File: src/rtl/mem_port_arbiter.sv
// Shares one single-port, variable-latency memory between instruction fetch and data access.
// Optional macro ARB_FAIRNESS_EN bounds consecutive data grants while a fetch is waiting.
module mem_port_arbiter #(
    parameter int ADDR_W          = 32,
    parameter int DATA_W          = 32,
    parameter int MAX_DATA_STREAK = 4
) (
    input  logic              clk,
    input  logic              reset,
    input  logic              if_req,
    input  logic [ADDR_W-1:0] if_addr,
    output logic [DATA_W-1:0] if_rdata,
    output logic              if_ready,
    input  logic              dm_req,
    input  logic              dm_we,
    input  logic [ADDR_W-1:0] dm_addr,
    input  logic [DATA_W-1:0] dm_wdata,
    output logic [DATA_W-1:0] dm_rdata,
    output logic              dm_ready,
    output logic              mem_req,
    output logic              mem_we,
    output logic [ADDR_W-1:0] mem_addr,
    output logic [DATA_W-1:0] mem_wdata,
    input  logic              mem_ack,
    input  logic [DATA_W-1:0] mem_rdata,
    output logic              busy,
    output logic [1:0]        owner
);

    // Handshake: a requester raises x_req and holds it (with its address/data) until
    // x_ready pulses for one cycle; on the memory side mem_req stays high until mem_ack.
    localparam logic [2:0] IDLE    = 3'd0;
    localparam logic [2:0] GNT_IF  = 3'd1;
    localparam logic [2:0] GNT_DM  = 3'd2;
    localparam logic [2:0] DONE_IF = 3'd3;
    localparam logic [2:0] DONE_DM = 3'd4;

    logic [2:0] state;
    logic       fair_force;
    logic       grant_dm;
    logic       grant_if;

    // An out-of-range MAX_DATA_STREAK shows up as this named block in the hierarchy.
    if (MAX_DATA_STREAK < 1 || MAX_DATA_STREAK > 15) begin : g_bad_max_data_streak
    end

`ifdef ARB_FAIRNESS_EN
    localparam logic [3:0] STREAK_MAX = 4'(MAX_DATA_STREAK);

    logic [3:0] streak;

    assign fair_force = if_req && (streak == STREAK_MAX);

    always_ff @(posedge clk) begin
        if (reset) begin
            streak <= '0;
        end else if (state == IDLE) begin
            if (grant_dm && if_req) begin
                streak <= streak + 4'd1;
            end else if (!if_req || grant_if) begin
                streak <= '0;
            end
        end
    end
`else
    assign fair_force = 1'b0;
`endif

    assign grant_dm = dm_req && !fair_force;
    assign grant_if = if_req && !grant_dm;

    always_ff @(posedge clk) begin
        if (reset) begin
            state     <= IDLE;
            mem_req   <= 1'b0;
            mem_we    <= 1'b0;
            mem_addr  <= '0;
            mem_wdata <= '0;
            if_rdata  <= '0;
            dm_rdata  <= '0;
        end else begin
            case (state)
                IDLE: begin
                    if (grant_dm) begin
                        state     <= GNT_DM;
                        mem_req   <= 1'b1;
                        mem_we    <= dm_we;
                        mem_addr  <= dm_addr;
                        mem_wdata <= dm_wdata;
                    end else if (grant_if) begin
                        state    <= GNT_IF;
                        mem_req  <= 1'b1;
                        mem_we   <= 1'b0;
                        mem_addr <= if_addr;
                    end
                end
                GNT_IF: begin
                    if (mem_ack) begin
                        if_rdata <= mem_rdata;
                        mem_req  <= 1'b0;
                        state    <= DONE_IF;
                    end
                end
                GNT_DM: begin
                    if (mem_ack) begin
                        // Stores leave the previous load result visible.
                        if (!mem_we) begin
                            dm_rdata <= mem_rdata;
                        end
                        mem_req <= 1'b0;
                        state   <= DONE_DM;
                    end
                end
                default: begin
                    state <= IDLE;
                end
            endcase
        end
    end

    assign if_ready = (state == DONE_IF);
    assign dm_ready = (state == DONE_DM);
    assign busy     = (state != IDLE);

    always_comb begin
        owner = 2'b00;
        if (state == GNT_IF) begin
            owner = 2'b01;
        end else if (state == GNT_DM) begin
            owner = 2'b10;
        end
    end

endmodule

File: config.mk
export PLATFORM = sky130hd
export DESIGN_NAME = mem_port_arbiter
export DESIGN_NICKNAME = d
export VERILOG_FILES = /design/src/rtl/mem_port_arbiter.sv
export SDC_FILE = /design/constraint.sdc
export NUM_CORES = 1
export LEC_CHECK = 0
export CORE_AREA = 8 8 132 134
export DETAILED_ROUTE_END_ITERATION = 12
export DIE_AREA = 0 0 140 142
export PLACE_DENSITY = 0.75
export SLEW_MARGIN = 30
export SYNTH_ARGS = -nofsm -noshare
export SYNTH_HDL_FRONTEND = slang
export SYNTH_SLANG_ARGS = --single-unit
export TNS_END_PERCENT = 100
File: constraint.sdc
create_clock -name clk -period 1.7 [get_ports clk]
set_input_delay 0.34 -clock clk [delete_from_list [all_inputs] [get_ports clk]]
set_output_delay 0.34 -clock clk [all_outputs]
set_load 0.02 [all_outputs]
## Yosys cells after proc, flatten, opt, wreduce, memory -nomap -nowiden

Index checks and enable logic that the tools add are counted.
Widths: inputs -> output; s select.

| storage, ports and cells | value |
|---|---|
| word-level logic and storage cells | 44 |
| output and inout bits | 135 |
| bits of input ports | 134 |
| register bits | 133 |

| cells by class | value |
|---|---|
| bitwise gates (word level) | 1 |
| reductions and logical operators | 13 |
| equal/unequal tests | 8 |
| muxes and demuxes | 15 |

Operators by type and width:

| kind | count |
|---|---|
| $mux 32 | 2 |
| $mux 3 | 4 |
| $pmux 3 s3 | 1 |
| $reduce_and 3->1 | 3 |
| $eq 3x2->1 const B | 2 |
| $reduce_and 2->1 | 3 |
| $mux 1 | 5 |
| $mux 2 | 2 |
| $ne 2x2->1 const B | 2 |
| $reduce_bool 2->1 | 2 |
| $eq 3x1->1 const B | 1 |
| $eq 3x3->1 const B | 1 |
| $logic_not 3->1 | 1 |
| $ne 3x3->1 const B | 1 |
| $reduce_bool 3->1 | 1 |
| $ne 2x1->1 const B | 1 |
| $pmux 1 s2 | 1 |
| $reduce_or 2->1 | 1 |
| $logic_and 1x1->1 | 1 |
| $logic_not 1->1 | 1 |
| $not 1->1 | 1 |

## Depth between registers and ports, before layout

Gate-level depths: netlist (run 1).

| depth | value |
|---|---|
| depth after elaboration | 5 |
| gate-level depth with buffers | 6 |
| depth with buffers taken out | 4 |

## Least setup slack after synthesis (run 1)

No wires, ideal clock.

| timing path | value |
|---|---|
| kind | register to register |
| from | reg state[2] |
| to | reg mem_addr[1] |
| required time | 1.566 ns |
| library setup time | 0.134 ns |
| buffers on the path | 2 |
| clock period less this slack | 1.584 ns |
| setup slack | 0.116 ns |
| cell stages (with the launch flop) | 7 |
| arrival time | 1.450 ns |
| cell sequence | dfxtp_1 -> buf_2 -> nor3_2 -> inv_1 -> nor2_1 -> buf_2 -> a211oi_1 |

| between the ends | value |
|---|---|
| longest elaborated chain between the ends | 2 |

Ends and longest elaborated chain:

| what | line | RTL |
|---|---|---|
| start: declaration | 38 | `logic [2:0] state;` |
| start signal: assignment | 74 | `state <= IDLE;` |
| start signal: assignment | 85 | `state <= GNT_DM;` |
| start signal: assignment | 91 | `state <= GNT_IF;` |
| $logic_not 3->1 | 82 | `case (state)` |
| $reduce_and 2->1 (no source line) | n/a |  |
| end signal: assignment | 88 | `mem_addr <= dm_addr;` |
| end signal: assignment | 94 | `mem_addr <= if_addr;` |
| end: declaration | 22 | `output logic [ADDR_W-1:0] mem_addr,` |

Every way passes these cells.
A chain may end at the register's enable or synchronous reset.

## Final worst setup path (run 1)

| timing path | value |
|---|---|
| from | reg state[2] |
| to | out owner[1] |

| between the ends | value |
|---|---|
| longest elaborated chain between the ends | 3 |
| elaborated cells between the ends (all ways) | 4 |
| classes of those cells | eq/ne (2); mux (2) |

Ends and longest elaborated chain:

| what | line | RTL |
|---|---|---|
| $eq 3x2->1 | 129 | `end else if (state == GNT_DM) begin` |
| $mux 2 | 129 |  |
| $mux 2 * | 127 | `if (state == GNT_IF) begin` |
| end: declaration | 27 | `output logic [1:0] owner` |

Every way passes the cells marked *; elsewhere a longest branch is shown, timed or not.

==> results of run 1 <==
[cell usage after synthesis, drive strengths merged]
library cell and count:
nor3b 2, and3b 1, or3b 1, nand4bb 1
a2111oi 1, clkbuf 36, nor4bb 1, dfxtp 133
nand2b 64, o32ai 1, or2 1, nor4b 1
nand3b 1, nand2 129, buf 17, o21ai 1
mux2i 64, a211oi 32, nor4 1, or4b 1
inv 4, nor3 4, nor2 2, a21oi 100
[area by class of cell]
cell class                      instances  area (um2)
Clock buffer                           20         467
Clock inverter                         12         224
Fill cell                            1408        6310
Inverter                                4        15.0
Multi-Input combinational cell        409        2480
Sequential cell                       133        2670
Tap cell                              192         240
Timing Repair Buffer                  308        3010
[worst reg2reg max path: stages (launching register included)]
cell and delay [ps]:
dfxtp_4 340, buf_6 120, or3b_4 400, inv_2 70, buf_4 90, buf_4 90
buf_4 90, buf_4 90, buf_4 90, buf_4 100, a21oi_2 60, a21oi_1 170
[worst min-delay path by stage]
| stage | from | to | slack (ps) | cells after the start |
|---|---|---|---|---|
| floorplan | mem_rdata[0] | if_rdata[0] | 480 | 2 |
| global placement | mem_wdata[18] | mem_wdata[18] | 440 | 2 |
| detailed placement | mem_wdata[27] | mem_wdata[27] | 450 | 2 |
| CTS | reset | if_rdata[0] | 250 | 2 |
| global route | reset | if_rdata[15] | 260 | 2 |
| finish | reset | if_rdata[18] | 260 | 2 |
[repair_timing]
action                                  in CTS  in global routing
pin swaps                                    2                  3
endpoints found under the hold margin        0                  0
endpoints found under the setup margin     161                 68
gates cloned                                 2                  2
resized for setup                          156                 15
buffers inserted                            14                  0
[registers in the layout, summed over array words and instances, names as in the netlist]
signal	cells
mem_we	1
mem_req	1
dm_rdata	32
if_rdata	32
mem_addr	32
state	3
mem_wdata	32
[placed cells by master, fill, tap and decap left out, drive strengths merged, types with 3 or more instances in the layout]
cell type      count
buf               45
clkinv             5
a211oi            32
dlygate4sd2      127
dlymetal6s2s       3
nand2            129
nor3               4
clkbuf            22
bufinv             6
clkdlybuf4s50    131
a21oi            100
dfxtp            133
mux2i             64
nand2b            64
inv                4
[kinds of logic after synthesis]
| group | Yosys count |
|---|---|
| AOI/OAI and AO/OA | 135 |
| buffers and inverters | 57 |
| and+or+nand+nor | 210 |
| DFF | 133 |
| muxes | 64 |
[per-layer routing]
metal  up-vias  wire length (um)
met5         -                 0
met4         0               317
met3        20              1580
met2       184              8930
met1      2376              7400
li1       2576                 -
[per-stage QoR]
step            util  area (um2)
6_report       0.591        9120
5_1_grt        0.591        9120
4_1_cts        0.589        9080
3_5_place_dp   0.542        8370
3_3_place_gp   0.542        8370
2_1_floorplan      -        5370
[report_power, final]
| group | leakage [nW] | switching (W) | internal (W) |
|---|---|---|---|
| Combinational | 2.62 | 0.000948 | 0.000896 |
| Sequential | 1.09 | 0.000110 | 0.00334 |
| Clock | 0.336 | 0.00137 | 0.00287 |
| Total | 4.04 | 0.00243 | 0.00711 |
==> flow_metrics.tcl, run 1 <==
set metrics [dict create \
    diodes 0 \
    fmax_ghz 0.555 \
    cts_root_buf "clkbuf_16" \
    reg2reg_depth 11 \
    setup_tns_ps -1070 \
    slowest_stage "or3b_4" \
    busiest_layer "met2" \
    core_mm2 0.0154 \
    synth_area_per_cell_um2 8.96 \
    crit_end "owner[1]" \
    slew_headroom 0.754 \
    synth_top_family_by_area "simple AND/OR/NAND/NOR gates" \
    path_cells "buf_6 > or3b_4 > inv_2 > buf_6" \
    total_power_w 0.00953 \
    cts.clk_slew.worst_paths_ps 60 \
    synth_nets 733 \
    cts_tree "done" \
    first_global_vias 5249 \
    postSynthCellCount 599 \
    final_layout_size_suffix_gt1_frac 0.106 \
    rsz0062_at_grt "yes" \
    finalMaxSlewViolations 0 \
    fin_worst_skew_ps 9.30 \
    synthSimpleGateAreaFrac 0.192 \
    use_met2 0.309 \
    grt_max_degree 50 \
    wire_per_inst_um 16.9 \
    nets 1007 \
    violations "negative setup slack" \
    synthDominantCellAreaShare 0.496 \
    synth_compound_area_frac 0.142 \
    die_x_um 140 \
    cp.required_ps 1360 \
    status "complete, but fails checks" \
    peakVddDrop_v 0.000650 \
    globalRouteMet1Util 0.197 \
    syn-cell-area_mm2 0.00537 \
    track_usage 0.181 \
    cts_buffers 17 \
    clk_path_buf_depth 2 \
    max_stage_delay_ps 400 \
    drcViolationCount 0 \
    place.gp.congestion 0.763 \
    ioPinCount 269 \
    finalCriticalPeriod_ps 1800 \
    h-tree-depth 4 \
    synth-xor-area-share 0 \
    row_count 46 \
    hold_viol 0 \
    final_cells 1078 \
    reg2reg_slack_ps -80 \
    muxShareOfSynthArea 0.119 \
    antenna_found_initial 0 \
    gr-total-overflow 0 \
    cp-startpoint "state[2]" \
    synthAdderAreaFrac 0 \
    dieArea_mm2 0.0199 \
    synth-seq-cells 133 \
    drtIter0Drc 256 \
    dp_cells 1030 \
    r2r_start "state[2]" \
    fin_crit_sh 1.06 \
    cp_max_fo 4 \
    maxCapViolCount 0 \
    clock-sinks 133 \
    path_buf_inv 3 \
    end_kind "output port" \
    grt_use_met3 0.0738 \
    dr.pass1.iters 5 \
    critical-path-top-delay-family "simple AND/OR/NAND/NOR gates" \
    r2r_end "state[1]" \
    worst_slew_pin_slew_ps 359 \
    vias 5156 \
    synth_area_leader_cell "dfxtp_1" \
    holdBufCountCts 0 \
    setup_viol 34 \
    finalWirelength_um 18200 \
    p_per_area_mw_per_mm2 1050 \
    hp-class "in -> reg" \
    cp_data_arrival_time_ps 1460 \
    yosys_warnings 0 \
    yosysUniqueCellTypes 29 \
    crit_top_cell "buf_6" \
    whs_ps 257 \
    start_kind "flip-flop" \
    grt_pass1_wl_um 28400 \
    path_class "reg -> out" \
    p_leak_nw 4.04 \
    clkLatencyLatePin_ps 420 \
    crit_cells 4 \
    die_h_um 142 \
    syn_to_final_growth_pct 69.9 \
    via_per_inst 4.78 \
    synth_area_leaders "dfxtp_1, mux2i_1, a21oi_1" \
    dp_slack_ps -121 \
    initial_core_util 0.348 \
    antenna_left 0 \
    port_buffers 268 \
    fin_ws_ps -101 \
    hpwl_um 12800 \
    seq_area_frac_synth 0.496 \
]
Note: power is estimated with default switching activity, not from simulation.
==> run 2, diff against run 1 <==
--- a/config.mk
+++ b/config.mk
@@ -8,7 +8,7 @@
 export CORE_AREA = 8 8 132 134
 export DETAILED_ROUTE_END_ITERATION = 12
 export DIE_AREA = 0 0 140 142
-export PLACE_DENSITY = 0.75
+export PLACE_DENSITY = 0.85
 export SLEW_MARGIN = 30
 export SYNTH_ARGS = -nofsm -noshare
 export SYNTH_HDL_FRONTEND = slang
==> run 2 against run 1 <==
  * The run still ends with negative setup slack left
  * Highest routed layer is now met5
  * Sequential share of layout area grew 0.34 points
  * Wire length grew 2.0%
  * Cell area shrank 1.3%
  * Clock skew shrank 2.9 ps
  * Critical path type unchanged
  * Non-clock buffer count grew 5
  * Via count grew 1.3%
  * Largest power group is now sequential cells
  * Critical path depth is the same
  * Final cell count grew 0.28%
  * Register-to-register slack gained 30 ps
==> flow_metrics.tcl, run 2 (same netlist as run 1, synthesis figures left out) <==
set metrics [dict create \
    setup_tns_ps -918 \
    final_cells 1081 \
    path_class "reg -> out" \
    dr.pass1.iters 4 \
    dp_cells 1036 \
    hp-class "in -> reg" \
    finalMaxSlewViolations 0 \
    switching_share 0.278 \
    clock-sinks 133 \
    violations "negative setup slack" \
    antenna_left 0 \
    fin_crit_sh 1.06 \
    final_cell_mix "clkdlybuf4s50_1, dfxtp_1, dlygate4sd2_1" \
    cp_max_fo 4 \
    cp.required_ps 1360 \
    cts_root_buf "clkbuf_16" \
    whs_ps 336 \
    status "complete, but fails checks" \
    start_kind "flip-flop" \
    crit_top_cell "buf_6" \
    die_h_um 142 \
    cp-startpoint "state[1]" \
    cts_buffers 17 \
    dieArea_mm2 0.0199 \
    gr-total-overflow 0 \
    port_buffers 268 \
    p_int_w 0.00618 \
    cp_data_arrival_time_ps 1470 \
    final_layout_size_suffix_gt1_frac 0.103 \
    fin_ws_ps -107 \
    nets 1012 \
    grt_use_met3 0.0956 \
    total_power_w 0.00857 \
    row_count 46 \
    diodes 0 \
    clkLatencyLatePin_ps 410 \
    drtIter0Drc 188 \
    seqPwrFrac 0.403 \
    comb_power_share 0.221 \
    setup_viol 35 \
    globalRouteMet1Util 0.194 \
    slowest_stage "dfxtp_4" \
    initial_core_util 0.348 \
    track_usage 0.179 \
    p_per_area_mw_per_mm2 952 \
    ioPinCount 269 \
    path_cells "buf_6 > or3b_4 > inv_2 > buf_6" \
    use_met2 0.289 \
    clkPwrFrac 0.376 \
    max_stage_delay_ps 380 \
    cts.clk_slew.worst_paths_ps 60 \
    grt_max_degree 51 \
    cts_tree "done" \
    hold_viol 0 \
    hpwl_um 13100 \
    die_x_um 140 \
    rsz0062_at_grt "yes" \
    first_global_vias 5283 \
    end_kind "output port" \
    p_sw_w 0.00238 \
    holdBufCountCts 0 \
    via_per_inst 4.83 \
    wire_per_inst_um 17.2 \
    finalWirelength_um 18600 \
    syn_to_final_growth_pct 67.6 \
    peakVddDrop_v 0.000573 \
    r2r_start "state[1]" \
    fmax_ghz 0.553 \
    vias 5222 \
    drcViolationCount 0 \
    h-tree-depth 4 \
    slew_headroom 0.763 \
    worst_slew_pin_slew_ps 347 \
    final_util 0.583 \
    grt_pass1_wl_um 28100 \
    min_from "reset" \
    core_mm2 0.0154 \
    clk_path_buf_depth 2 \
    fin_worst_skew_ps 6.45 \
    place.gp.congestion 0.748 \
    busiest_layer "met2" \
    finalCriticalPeriod_ps 1810 \
    final_common_cell "clkdlybuf4s50_1" \
    maxCapViolCount 0 \
    antenna_found_initial 1 \
    p_leak_nw 3.94 \
]
## run 2: what timing repair did
action                     in CTS  in global routing
gates resized for setup       159                  8
pin swaps                       1                  3
setup buffers                   3                  6
gates cloned                    0                  6
setup endpoints to repair     167                 40
## run 2: area by class of cell
cell class,count,area [um2]
Inverter,4,15.0
Timing Repair Buffer,313,3090
Multi-Input combinational cell,409,2480
Sequential cell,133,2670
Tap cell,192,240
Clock inverter,5,27.5
Fill cell,1367,6430
Clock buffer,25,475
## run 2: metal layers
layer / wire length [um] / part of all wire / vias to the layer above
li1: - / - / 2586
met1: 7370 / 0.40 / 2407
met2: 8950 / 0.48 / 194
met3: 1800 / 0.097 / 33
met4: 456 / 0.025 / 2
met5: 11 / 0.00059 / -
## run 2: final timing paths
check                                endpoint  slack (ps)  depth (start not counted)
worst min-delay path             if_rdata[21]         340                          2
worst max register to register   dm_rdata[25]         -50                          6
worst max-delay path                 owner[1]        -110                          4
worst min register to register  mem_wdata[11]         450                          2
## run 2: power by group through the flow
stage	clock network, W	registers, W	logic, W
final	0.00322	0.00345	0.00189
after global placement	0	0.00352	0.00191
after floorplan	0	0.00378	0.000635
after global routing	0.00346	0.00348	0.00203
after detailed placement	0	0.00353	0.00193
after CTS	0.00333	0.00345	0.00180
## run 2: metrics by stage
stage | instance area, um2 | setup WS [ps]
global route | 9000 | -156
floorplan | 5370 | 116
finish | 9000 | -107
CTS | 8790 | -152
detailed placement | 8410 | -155
global placement | 8410 | -188
## run 2: worst max-delay path, delay by kind of cell, from the launching register on
family	cells	cell delay, ps
flops	1	380
simple gates	1	380
buf+inv	3	300
